===== src/rtl/io_pkg.sv =====
// Shared definitions for the CPU I/O bridge: data width and interrupt FSM states.
package io_pkg;

  localparam int IO_W = 8;

  typedef enum logic [1:0] {
    IDLE,
    ASSERT,
    SERVICE,
    HOLDOFF
  } intr_state_t;

endpackage


===== src/rtl/sync_fifo.sv =====
// Single-clock FIFO; the caller only issues legal push/pop, so no guarding is done here.
// The head reads as zero whenever the FIFO is empty.
module sync_fifo #(
  parameter int WIDTH = 8,
  parameter int DEPTH = 4
) (
  input  logic                     clk,
  input  logic                     reset,
  input  logic                     push,
  input  logic                     pop,
  input  logic [WIDTH-1:0]         push_data,
  output logic                     full,
  output logic                     empty,
  output logic [$clog2(DEPTH):0]   count,
  output logic [WIDTH-1:0]         head
);

  localparam int PW = $clog2(DEPTH);
  localparam logic [PW:0] DEPTH_CNT = DEPTH[PW:0];

  logic [WIDTH-1:0] mem [DEPTH];
  logic [PW-1:0]    wr_ptr;
  logic [PW-1:0]    rd_ptr;

  always_ff @(posedge clk) begin
    if (reset) begin
      wr_ptr <= '0;
      rd_ptr <= '0;
      count  <= '0;
    end else begin
      if (push) wr_ptr <= wr_ptr + 1'b1;
      if (pop)  rd_ptr <= rd_ptr + 1'b1;
      case ({push, pop})
        2'b10:   count <= count + 1'b1;
        2'b01:   count <= count - 1'b1;
        default: count <= count;
      endcase
    end
  end

  // Storage needs no reset: the head is masked while the FIFO is empty.
  always_ff @(posedge clk) begin
    if (push && !reset) mem[wr_ptr] <= push_data;
  end

  assign full  = (count == DEPTH_CNT);
  assign empty = (count == '0);
  assign head  = empty ? '0 : mem[rd_ptr];

endmodule


===== src/rtl/cpu_io_bridge.sv =====
// Peripheral end of the CPU I/O port: RX buffering with interrupt generation,
// and TX capture of OUT bytes drained to a valid/ready consumer.
module cpu_io_bridge
  import io_pkg::*;
#(
  parameter int RX_DEPTH     = 4,
  parameter int TX_DEPTH     = 4,
  parameter int INTR_PULSE   = 1,
  parameter int INTR_HOLDOFF = 4
) (
  input  logic            clk,
  input  logic            reset,
  input  logic            ext_rx_valid,
  input  logic [IO_W-1:0] ext_rx_data,
  output logic            ext_rx_ready,
  output logic [IO_W-1:0] cpu_in_data,
  input  logic            cpu_in_rd,
  output logic            cpu_interrupt,
  input  logic            intr_en,
  input  logic            cpu_out_wr,
  input  logic [IO_W-1:0] cpu_out_data,
  output logic            ext_tx_valid,
  output logic [IO_W-1:0] ext_tx_data,
  input  logic            ext_tx_ready,
  output logic            rx_overflow,
  output logic            rx_underflow,
  output logic            tx_overflow
);

  localparam logic [7:0] PULSE_INIT  = 8'(INTR_PULSE - 1);
  localparam logic [7:0] HOLD_INIT   = 8'(INTR_HOLDOFF - 1);
  localparam bit         HAS_HOLDOFF = (INTR_HOLDOFF != 0);

  logic                      rx_full;
  logic                      rx_empty;
  logic [$clog2(RX_DEPTH):0] rx_count;
  logic                      rx_push;
  logic                      rx_pop;

  logic                      tx_full;
  logic                      tx_empty;
  logic [$clog2(TX_DEPTH):0] tx_count;
  logic                      tx_push;
  logic                      tx_pop;

  intr_state_t state;
  logic [7:0]  cnt;
  logic        serviced;

  // RX refuses pushes when full even if a pop happens in the same cycle.
  assign ext_rx_ready = !rx_full && !reset;
  assign rx_push      = ext_rx_valid && !rx_full;
  assign rx_pop       = cpu_in_rd && !rx_empty;

  // TX may take a write while full only when the consumer frees a slot that cycle.
  assign ext_tx_valid = !tx_empty;
  assign tx_pop       = ext_tx_ready && (tx_count != '0);
  assign tx_push      = cpu_out_wr && (!tx_full || tx_pop);

  sync_fifo #(.WIDTH(IO_W), .DEPTH(RX_DEPTH)) rx_fifo (
    .clk       (clk),
    .reset     (reset),
    .push      (rx_push),
    .pop       (rx_pop),
    .push_data (ext_rx_data),
    .full      (rx_full),
    .empty     (rx_empty),
    .count     (rx_count),
    .head      (cpu_in_data)
  );

  sync_fifo #(.WIDTH(IO_W), .DEPTH(TX_DEPTH)) tx_fifo (
    .clk       (clk),
    .reset     (reset),
    .push      (tx_push),
    .pop       (tx_pop),
    .push_data (cpu_out_data),
    .full      (tx_full),
    .empty     (tx_empty),
    .count     (tx_count),
    .head      (ext_tx_data)
  );

  always_ff @(posedge clk) begin
    if (reset) begin
      rx_overflow  <= 1'b0;
      rx_underflow <= 1'b0;
      tx_overflow  <= 1'b0;
    end else begin
      if (ext_rx_valid && rx_full)             rx_overflow  <= 1'b1;
      if (cpu_in_rd && rx_empty)               rx_underflow <= 1'b1;
      if (cpu_out_wr && tx_full && !tx_pop)    tx_overflow  <= 1'b1;
    end
  end

  // A pop seen while the pulse is still high is remembered so the FSM skips SERVICE.
  always_ff @(posedge clk) begin
    if (reset) begin
      state         <= IDLE;
      cnt           <= 8'd0;
      cpu_interrupt <= 1'b0;
      serviced      <= 1'b0;
    end else begin
      case (state)
        IDLE: begin
          if (intr_en && rx_count != '0) begin
            state         <= ASSERT;
            cnt           <= PULSE_INIT;
            cpu_interrupt <= 1'b1;
            serviced      <= 1'b0;
          end
        end
        ASSERT: begin
          if (rx_pop) serviced <= 1'b1;
          if (cnt == 8'd0) begin
            cpu_interrupt <= 1'b0;
            if (serviced || rx_pop) begin
              state <= HAS_HOLDOFF ? HOLDOFF : IDLE;
              cnt   <= HOLD_INIT;
            end else begin
              state <= SERVICE;
            end
          end else begin
            cnt <= cnt - 8'd1;
          end
        end
        SERVICE: begin
          if (rx_pop) begin
            state <= HAS_HOLDOFF ? HOLDOFF : IDLE;
            cnt   <= HOLD_INIT;
          end
        end
        HOLDOFF: begin
          if (cnt == 8'd0) state <= IDLE;
          else             cnt   <= cnt - 8'd1;
        end
        default: state <= IDLE;
      endcase
    end
  end

endmodule


===== config.mk =====
export PLATFORM = sky130hd
export DESIGN_NAME = cpu_io_bridge
export DESIGN_NICKNAME = d
export VERILOG_FILES = /design/src/rtl/io_pkg.sv /design/src/rtl/sync_fifo.sv /design/src/rtl/cpu_io_bridge.sv
export SDC_FILE = /design/constraint.sdc
export NUM_CORES = 1
export LEC_CHECK = 0
export BUFFER_PORTS_ARGS = -buffer_cell sky130_fd_sc_hd__clkbuf_2
export CAP_MARGIN = 10
export CORE_ASPECT_RATIO = 0.75
export CORE_UTILIZATION = 30
export DETAILED_ROUTE_END_ITERATION = 8
export PLACE_DENSITY_LB_ADDON = 0.12
export SETUP_SLACK_MARGIN = 0.4
export SYNTH_ARGS = -nofsm -noshare
export SYNTH_HDL_FRONTEND = slang
export SYNTH_SLANG_ARGS = --single-unit

===== constraint.sdc =====
create_clock -name clk -period 6.28 [get_ports clk]
set_clock_uncertainty 0.05 [all_clocks]
set_input_delay 0.628 -clock clk [delete_from_list [all_inputs] [get_ports clk]]
set_output_delay 0.628 -clock clk [all_outputs]
set_load 0.02 [all_outputs]

==> results of run 1 <==
flip-flops by register name (all words and copies together), names as in the netlist, named ones only:
name            count
state               2
cpu_interrupt       1
rx_fifo.count       3
rx_fifo.rd_ptr      2
rx_overflow         1
rx_fifo.mem        32
cnt                 8
serviced            1
rx_fifo.wr_ptr      2
tx_fifo.mem        32
tx_fifo.rd_ptr      2
tx_fifo.count       3
tx_fifo.wr_ptr      2
tx_overflow         1
rx_underflow        1
Yosys cell counts, types with 2 or more instances:
master    instances  area, µm²
or3_1             6       37.5
o21ai_0           4       20.0
and3_1            4       25.0
mux2i_1           2       20.0
inv_1            24       90.1
nor4b_1           3       26.3
a311oi_1          3       26.3
buf_1             2       7.51
and2_1           21        131
nor2_1           25       93.8
dfxtp_1          33        661
edfxtp_1         64       1920
buf_2             5       25.0
or2_2             2       12.5
nand4_1           3       18.8
o211ai_1          3       22.5
nand2_1           6       22.5
mux4_2           16        360
a31oi_1           5       31.3
ha_1             16        200
fa_1              2       40.0
a21oi_1          14       70.1
nand2b_1          2       12.5
xor2_1            6       52.6
nor4_1            2       12.5
a21o_1            2       15.0
a211oi_1          3       22.5
clkbuf_1          5       18.8
nand3b_1          2       15.0
xnor2_1           4       35.0
o31ai_1           2       15.0
nand3_1           6       30.0
nor3_1            3       15.0
cell type report:
| type | instances | area share (%) |
|---|---|---|
| Sequential cell | 97 | 52.0 |
| Timing Repair Buffer | 44 | 4.44 |
| Clock inverter | 7 | 1.08 |
| Clock buffer | 9 | 4.54 |
| Inverter | 24 | 1.81 |
| Multi-Input combinational cell | 186 | 31.7 |
| Tap cell | 175 | 4.41 |
through the flow:
stage | cells | hold slack (ns) | instance area [µm²] | worst slack, ns | power, µW
2_1_floorplan | 320 | 0.411 | 4300 | 3.86 | 1320
3_3_place_gp | 526 | 0.409 | 4680 | 3.65 | 1510
3_5_place_dp | 526 | 0.409 | 4680 | 3.57 | 1500
4_1_cts | 542 | 0.429 | 4960 | 3.58 | 2030
5_1_grt | 542 | 0.456 | 4960 | 3.50 | 2130
6_report | 542 | 0.429 | 4960 | 3.64 | 2000
worst max-delay path: cells and delay by family (launching register included):
kind	cells	cell delay, ns
mux	1	0.58
flops	1	0.71
simple gates	1	0.18
buf+inv	1	0.15
cells by family (layout without fill, tap and decap cells):
| kind of cell | after synthesis | count (layout) |
|---|---|---|
| AO/OA/AOI/OAI | 48 | 48 |
| XOR/XNOR | 10 | 10 |
| adder cells (fa/ha/maj) | 18 | 18 |
| buffers and inverters | 37 | 84 |
| flip-flops | 97 | 97 |
| multiplexers | 19 | 19 |
| AND/OR/NAND/NOR | 91 | 91 |
metal layers:
layer,part of all wire (%),global-route usage [%]
met2,44,18.3
met5,0,0
met3,4.6,3.36
met4,1.1,3.77
met1,50,16.5
final timing paths:
kind                                               startpoint                       endpoint  slack (ns)  cells after the start
worst max-delay path                                flip-flop                 ext_tx_data[3]        3.64                      3
worst min-delay path                 rx_overflow$_SDFFE_PP0P_       rx_overflow$_SDFFE_PP0P_        0.43                      2
worst max register to register  tx_fifo.count[0]$_SDFFE_PP0P_  tx_fifo.count[2]$_SDFFE_PP0P_        3.91                      8
worst min register to register       rx_overflow$_SDFFE_PP0P_       rx_overflow$_SDFFE_PP0P_        0.43                      2
where the power goes:
group | leakage, µW | total, µW | internal, µW | switching, µW
clock network | 0.000134 | 514 | 273 | 242
registers | 0.000850 | 829 | 749 | 79.2
logic | 0.000819 | 654 | 276 | 379
total | 0.00180 | 2000 | 1300 | 699
==> flow_metrics.env, run 1 <==
export IMPL_drv_cap=0
export IMPL_ys_ff_latch=97
export IMPL_die_y_um=106
export IMPL_outcome="complete, no violations"
export IMPL_ctsResizeCount=0
export IMPL_nNetsFinal=403
export IMPL_overflow=0
export IMPL_drive_above_1_share_pct=24.3
export IMPL_diodes=0
export IMPL_core_area_mm2=0.0138
export IMPL_tritoncts="done"
export IMPL_place_hpwl_um=5680
export IMPL_hold_class="reg2reg"
export IMPL_crit_arrival_ns=1.96
export IMPL_die_w_um=140
export IMPL_synth_adder_area_share_pct=5.58
export IMPL_final_hold_viol_count=0
export IMPL_cp_start_kind="flip-flop"
export IMPL_ys_warn_count=0
export IMPL_syn2layout_area_growth_pct=15.4
export IMPL_insertion_delay_ns=0.34
export IMPL_seq_area_frac_synth_pct=60.0
export IMPL_clkSinkCount=97
export IMPL_antenna_found_initial=0
export IMPL_fmax_ghz=0.379
export IMPL_cts_hold_buf=0
export IMPL_synth_cell_types=53
export IMPL_leakagePower_uw=0.00180
export IMPL_fillCellCount=1340
export IMPL_post_drt_wl_per_cell_um=15.2
export IMPL_setup_viol=0
export IMPL_first_pass_iters=4
export IMPL_grt_pass1_wl_um=13600
export IMPL_numCtsBuffers=9
export IMPL_rows=37
export IMPL_grt_setup_unrepaired="false"
export IMPL_slowest_delay_ns=0.71
export IMPL_slew_violations=0
export IMPL_end_kind="primary output"
export IMPL_ir_drop_v=0.000142
export IMPL_cts_path_max_buffers=2
export IMPL_crit_type="reg2out"
export IMPL_htree_levels=3
export IMPL_fin_tns_setup_ns=0
export IMPL_regArea_mm2=0.00258
export IMPL_max_slew_margin_rel_pct=55.3
export IMPL_wl_um=8240
export IMPL_syn_area_mm2=0.00430
export IMPL_critPathMaxFanout=8
export IMPL_grt_max_degree=31
export IMPL_final_util_pct=35.9
export IMPL_vias_per_cell=4.81
export IMPL_multi_input_area_mm2=0.00157
export IMPL_clk_pin_slew_worst_paths_ns=0.07
export IMPL_period_minus_slack_ns=2.64
export IMPL_synth_cells=320
export IMPL_grt_pass1_vias=2624
export IMPL_postCtsSetupBuffers=0
export IMPL_synth_mux_area_fraction_pct=9.10
export IMPL_p_per_area_mw_per_mm2=402
export IMPL_max_slew_worst_pin_slew_ns=0.666
export IMPL_numPortBuffers=44
export IMPL_clock_root_buffer="clkbuf_16"
export IMPL_place_gp_congestion=0.784
export IMPL_num_io_pins=45
export IMPL_synth_compound_area_share_pct=7.80
export IMPL_layout_common_cells="edfxtp_1 (64), clkbuf_2 (44), dfxtp_1 (33)"
export IMPL_cp_required_ns=5.60
export IMPL_synth_edf_count=64
export IMPL_synth_top_family_by_area="simple AND/OR/NAND/NOR gates"
export IMPL_die_area_mm2=0.0148
export IMPL_synth_simple_area_share_pct=12.0
export IMPL_synth_ff_type="edfxtp_1"
export IMPL_postSynth_asyncResetShare_pct=0
export IMPL_track_usage_pct=12.0
export IMPL_vias=2607
export IMPL_cp_slowest_cell="dfxtp_1"
export IMPL_layout_commonest_cell="edfxtp_1"
export IMPL_drc=0
export IMPL_synth_nets=361
export IMPL_period_share_pct=42.0
export IMPL_path_cells="mux4_2 > and2_1 > clkbuf_2"
export IMPL_synth_avg_cell_area_um2=13.4
export IMPL_ant_nets=0
export IMPL_synthXorXnorAreaFrac_pct=2.04
export IMPL_dr_first_iter_drc_count=189
export IMPL_start_util_pct=31.1
Power figures use the tool's default switching activity.
==> run 2, diff against run 1 <==
- clock period: 6.28 -> 2.7 ns (I/O delays scaled with it)
==> run 2 against run 1 <==
Clock power is 150% higher. Critical endpoint is now tx_fifo.count[2]$_SDFFE_PP0P_. Design area is 1.8% higher. Sequential share of layout area is 0.83 points lower. Register-to-register slack worse by 3.4 ns. Global-route usage is 0.43 points higher. Via count is 0.19% higher. Highest routed layer unchanged. Power is 140% higher. Sequential power is 130% higher. Final cell count is 0.92% higher. Clock-buffer cell count stayed put. Sequential cell count stayed put. Critical path type is now reg2reg. Die area stayed put.
==> flow_metrics.env, run 2 (synthesis gave the netlist of run 1 again) <==
export IMPL_rows=37
export IMPL_grt_pass1_wl_um=14000
export IMPL_clk_pin_slew_worst_paths_ns=0.07
export IMPL_wl_um=8450
export IMPL_layout_commonest_cell="edfxtp_1"
export IMPL_grt_setup_unrepaired="false"
export IMPL_outcome="complete, no violations"
export IMPL_pwr_share_clk_pct=26.6
export IMPL_cts_hold_buf=0
export IMPL_period_minus_slack_ns=2.16
export IMPL_max_slew_margin_rel_pct=60.9
export IMPL_end_kind="flip-flop"
export IMPL_pwr_share_seq_pct=40.5
export IMPL_track_usage_pct=12.5
export IMPL_leakagePower_uw=0.00185
export IMPL_cp_required_ns=2.92
export IMPL_core_area_mm2=0.0138
export IMPL_wl_met3_um=341
export IMPL_die_w_um=140
export IMPL_fin_tns_setup_ns=0
export IMPL_drv_cap=0
export IMPL_ir_drop_v=0.000329
export IMPL_grt_max_degree=18
export IMPL_p_int_uw=3160
export IMPL_drc=0
export IMPL_start_util_pct=31.1
export IMPL_swShare_pct=34.1
export IMPL_place_gp_congestion=0.774
export IMPL_clkSinkCount=97
export IMPL_reg_top3="rx_fifo.mem x32, tx_fifo.mem x32, cnt x8"
export IMPL_overflow=0
export IMPL_layout_common_cells="edfxtp_1 (64), clkbuf_2 (44), dfxtp_1 (30)"
export IMPL_die_y_um=106
export IMPL_num_io_pins=45
export IMPL_ant_nets=0
export IMPL_rrSetupSlack_ns=0.54
export IMPL_vias_per_cell=4.78
export IMPL_fmax_ghz=0.463
export IMPL_hold_class="in2reg"
export IMPL_numPortBuffers=44
export IMPL_cp_start_kind="flip-flop"
export IMPL_period_share_pct=79.9
export IMPL_first_pass_iters=4
export IMPL_grt_pass1_vias=2672
export IMPL_die_area_mm2=0.0148
export IMPL_p_switching_uw=1630
export IMPL_p_per_area_mw_per_mm2=948
export IMPL_nNetsFinal=408
export IMPL_place_hpwl_um=6010
export IMPL_setup_viol=0
export IMPL_post_drt_wl_per_cell_um=15.4
export IMPL_cts_path_max_buffers=2
export IMPL_drive_above_1_share_pct=26.6
export IMPL_slew_violations=0
export IMPL_crit_arrival_ns=2.38
export IMPL_numCtsBuffers=9
export IMPL_crit_type="reg2reg"
export IMPL_met2_length_um=3710
export IMPL_tritoncts="done"
export IMPL_htree_levels=3
export IMPL_max_slew_worst_pin_slew_ns=0.583
export IMPL_dr_first_iter_drc_count=111
export IMPL_comb_power_share_pct=32.9
export IMPL_final_util_pct=36.5
export IMPL_clock_root_buffer="clkbuf_16"
export IMPL_highest_layer="met4"
export IMPL_m1WireLength_um=4340
export IMPL_diodes=0
export IMPL_vias=2612
export IMPL_critPathMaxFanout=4
export IMPL_final_hold_viol_count=0
export IMPL_insertion_delay_ns=0.34
export IMPL_antenna_found_initial=0
export IMPL_syn2layout_area_growth_pct=17.4
==> run 2: layout make-up <==
| class | count | area (µm²) |
|---|---|---|
| tap | 175 | 219 |
| sequential | 97 | 2590 |
| inverter | 24 | 90.1 |
| clock buffer | 9 | 225 |
| clock inverter | 7 | 75.1 |
| timing repair buffer | 49 | 258 |
| multi-input combinational | 186 | 1600 |
| fill | 1349 | 8790 |
==> run 2: timing repair <==
action / CTS / global route
endpoints found under the setup margin: 12 / 3
pin swaps: 0 / 1
gates resized for setup: 4 / 3
setup buffers: 0 / 1
==> run 2: final timing paths <==
kind                            startpoint  cells after the start                             to
max          tx_fifo.count[1]$_SDFFE_PP0P_                      8  tx_fifo.count[2]$_SDFFE_PP0P_
min                        cpu_out_data[0]                      1    tx_fifo.mem[3][0]$_DFFE_PP_
max reg2reg  tx_fifo.count[1]$_SDFFE_PP0P_                      8  tx_fifo.count[2]$_SDFFE_PP0P_
min reg2reg      rx_underflow$_SDFFE_PP0P_                      2      rx_underflow$_SDFFE_PP0P_
==> run 2: power by group through the flow <==
stage                     combinational [µW]  sequential [µW]  clock (µW)
after floorplan                         1220             1850           0
after global placement                  1580             1960           0
after detailed placement                1580             1970           0
after CTS                               1600             1940        1320
after global routing                    1770             1980        1380
final                                   1580             1940        1280
==> run 2: per-layer routing <==
metal	vias up	global-route usage, %
li1	1278	-
met1	1282	17.0
met2	46	18.9
met3	6	3.63
met4	0	4.00
met5	-	0
==> run 2: metrics by stage <==
step / hold slack [ns] / power [µW] / area (µm²) / worst slack, ns / std cells
floorplan: 0.319 / 3070 / 4300 / 0.537 / 320
CTS: 0.0858 / 4860 / 5030 / 0.490 / 546
global placement: 0.402 / 3540 / 4710 / 0.440 / 530
global route: 0.0885 / 5120 / 5050 / 0.406 / 547
finish: 0.105 / 4790 / 5050 / 0.542 / 547
detailed placement: 0.411 / 3550 / 4710 / 0.378 / 530
==> run 2: worst max-delay path: stages, from the launching register on <==
cell	delay, ns
dfxtp_1	0.34
nor4b_2	0.30
nand2b_4	0.19
ha_1	0.17
inv_1	0.06
fa_1	0.37
xor2_1	0.15
or3_1	0.32
a21oi_1	0.14
==> run 3, diff against run 2 <==
- ABC_AREA: not set -> 1
- clock period: 2.7 -> 1.8 ns (I/O delays scaled with it)
==> run 3 against run 2 <==
Register-to-register slack got worse by 0.49 ns. Combinational power rose to 3.7 times the previous value. Fmax rose by 23%. Via count rose by 29%. Sequential share of layout area fell by 10 points. Final cell count rose by 38%. Routed wire length rose by 21%. First-iteration DRC count rose by 56%. Non-clock buffer count rose by 43. Clock power rose by 48%. Sequential cell count did not move. Global-route usage rose by 1.7 points.
==> flow_metrics.env, run 3 <==
export IMPL_dp_cells=704
export IMPL_wl_um=10300
export IMPL_syn_area_mm2=0.00444
export IMPL_hold_start="cpu_out_data[2]"
export IMPL_drive_above_1_share_pct=45.6
export IMPL_synth_edf_count=64
export IMPL_die_w_um=142
export IMPL_num_io_pins=45
export IMPL_synth_top_area_share_pct=43.3
export IMPL_leakagePower_uw=0.00242
export IMPL_max_slew_worst_pin_slew_ns=0.312
export IMPL_ys_ff_latch=97
export IMPL_cp_required_ns=1.98
export IMPL_min_delay_path_depth=1
export IMPL_numCtsBuffers=9
export IMPL_ant_nets=0
export IMPL_rows=38
export IMPL_yosysTopAreaCell="edfxtp_1"
export IMPL_grt_max_degree=25
export IMPL_min_to="tx_fifo.mem[2][2]$_DFFE_PP_"
export IMPL_numPortBuffers=44
export IMPL_slew_violations=0
export IMPL_timing_rr_start="tx_fifo.count[0]$_SDFFE_PP0P_"
export IMPL_layout_commonest_cell="edfxtp_1"
export IMPL_diodes=0
export IMPL_htree_levels=3
export IMPL_postSynth_asyncResetShare_pct=0
export IMPL_layout_common_cells="edfxtp_1 (64), nor2_1 (61), inv_1 (37)"
export IMPL_max_slew_margin_rel_pct=79.0
export IMPL_synth_top_family_by_area="simple AND/OR/NAND/NOR gates"
export IMPL_grt_pass1_wl_um=16200
export IMPL_clock_root_buffer="clkbuf_16"
export IMPL_timing_rr_end="tx_fifo.count[2]$_SDFFE_PP0P_"
export IMPL_synthXorXnorAreaFrac_pct=0.592
export IMPL_hold_class="in2reg"
export IMPL_r2r_cells=10
export IMPL_drc=0
export IMPL_nNetsFinal=593
export IMPL_vias=3376
export IMPL_synthTopCellsByCount="nor2_1 (95), edfxtp_1 (64), inv_1 (51)"
export IMPL_die_y_um=107
export IMPL_ys_warn_count=0
export IMPL_synth_compound_area_share_pct=10.4
export IMPL_period_minus_slack_ns=1.75
export IMPL_overflow=0
export IMPL_grt_setup_unrepaired="true"
export IMPL_synth_most_common_cell="nor2_1"
export IMPL_ir_drop_v=0.000873
export IMPL_tritoncts="done"
export IMPL_seq_area_frac_synth_pct=58.2
export IMPL_rrSetupSlack_ns=0.05
export IMPL_grt_pass1_vias=3317
export IMPL_synth_simple_area_share_pct=19.3
export IMPL_clkSinkCount=97
export IMPL_synth_cell_types=28
export IMPL_dr_first_iter_drc_count=173
export IMPL_start_util_pct=30.7
export IMPL_fmax_ghz=0.571
export IMPL_antenna_found_initial=0
export IMPL_track_usage_pct=14.2
export IMPL_outcome="complete, no violations"
export IMPL_synth_mux_area_fraction_pct=0
export IMPL_vias_per_cell=4.46
export IMPL_drv_cap=0
export IMPL_cp_start_kind="flip-flop"
export IMPL_end_kind="flip-flop"
export IMPL_first_pass_iters=4
export IMPL_setup_viol=0
export IMPL_cts_path_max_buffers=2
export IMPL_synth_adder_area_share_pct=5.41
export IMPL_synth_ff_type="edfxtp_1"
export IMPL_post_drt_wl_per_cell_um=13.5
export IMPL_p_per_area_mw_per_mm2=1680
export IMPL_die_area_mm2=0.0153
export IMPL_core_area_mm2=0.0145
export IMPL_period_share_pct=97.2
export IMPL_synth_cells=458
export IMPL_stdcell_count=757
export IMPL_critPathMaxFanout=4
export IMPL_crit_type="reg2reg"
export IMPL_synth_avg_cell_area_um2=9.69
export IMPL_insertion_delay_ns=0.35
export IMPL_place_gp_congestion=0.751
export IMPL_place_hpwl_um=6580
export IMPL_clk_pin_slew_worst_paths_ns=0.07
export IMPL_final_hold_viol_count=0
export IMPL_final_util_pct=44.3
export IMPL_syn2layout_area_growth_pct=44.4
export IMPL_synth_area_leaders="edfxtp_1 (43%), dfxtp_1 (15%), nor2_1 (8.0%)"
export IMPL_crit_arrival_ns=1.93
export IMPL_synth_nets=499
export IMPL_reg_top3="rx_fifo.mem x32, tx_fifo.mem x32, cnt x8"
run 3: power by group:
| group | internal (µW) | switching (µW) |
|---|---|---|
| Sequential | 2720 | 310 |
| Combinational | 2520 | 3340 |
| Clock | 1070 | 829 |
run 3: kinds of logic (layout without fill, tap and decap cells):
| group | Yosys count | count (layout) |
|---|---|---|
| flip-flops | 97 | 97 |
| AO/OA/AOI/OAI | 90 | 90 |
| XOR/XNOR | 3 | 3 |
| adder cells (fa/ha/maj) | 18 | 18 |
| buffers and inverters | 68 | 166 |
| AND/OR/NAND/NOR | 182 | 183 |
run 3: critical path: stages (launching register included):
cell	delay, ns
dfxtp_4	0.37
nor2_4	0.12
nand3_2	0.10
nand2_4	0.09
ha_4	0.14
inv_4	0.03
fa_2	0.35
a21oi_2	0.14
o21ai_1	0.09
o21ai_1	0.12
a21oi_1	0.05
run 3: area by class of cell:
type / instances / area, µm²
Clock buffer: 9 / 225
Tap cell: 200 / 250
Multi-Input combinational cell: 294 / 2140
Fill cell: 1391 / 8050
Sequential cell: 97 / 2610
Inverter: 58 / 258
Timing Repair Buffer: 92 / 856
Clock inverter: 7 / 68.8
run 3: metrics by stage:
stage	setup TNS [ns]	worst slack [ns]	instance area (µm²)	total power (µW)	hold WS (ns)
global route	-0.0254	-0.0213	6410	11600	0.00549
floorplan	0	0.138	4600	5900	0.192
CTS	0	0.110	5990	9830	0.00146
global placement	0	0.0541	5120	6930	0.350
detailed placement	0	0.0368	5120	6960	0.352
finish	0	0.0496	6410	10800	0.0136
run 3: timing repair:
action / in CTS / in global routing
buffers inserted: 24 / 2
hold buffers: 9 / 0
pin swaps: 35 / 54
endpoints found under the hold margin: 33 / 0
gates resized for setup: 94 / 131
cloned: 1 / 1
setup endpoints to repair: 82 / 99
run 3: worst max-delay path by stage:
stage | startpoint | to | slack (ns) | cells past startpoint
finish | tx_fifo.count[0]$_SDFFE_PP0P_ | tx_fifo.count[2]$_SDFFE_PP0P_ | 0.05 | 10
global placement | rx_fifo.count[1]$_SDFFE_PP0P_ | rx_fifo.count[2]$_SDFFE_PP0P_ | 0.05 | 10
global route | tx_fifo.count[0]$_SDFFE_PP0P_ | tx_fifo.count[2]$_SDFFE_PP0P_ | -0.02 | 10
detailed placement | tx_fifo.count[1]$_SDFFE_PP0P_ | tx_fifo.count[2]$_SDFFE_PP0P_ | 0.04 | 10
floorplan | rx_fifo.count[1]$_SDFFE_PP0P_ | rx_fifo.count[2]$_SDFFE_PP0P_ | 0.14 | 10
CTS | flip-flop | cpu_in_data[4] | 0.11 | 6
run 3: per-layer routing:
layer,wire [µm],vias to the layer above,GRT usage [%]
met4,131,0,4.99
met2,4590,52,22.0
met1,5190,1606,18.9
met5,0,-,0
li1,-,1708,-
met3,346,10,3.83
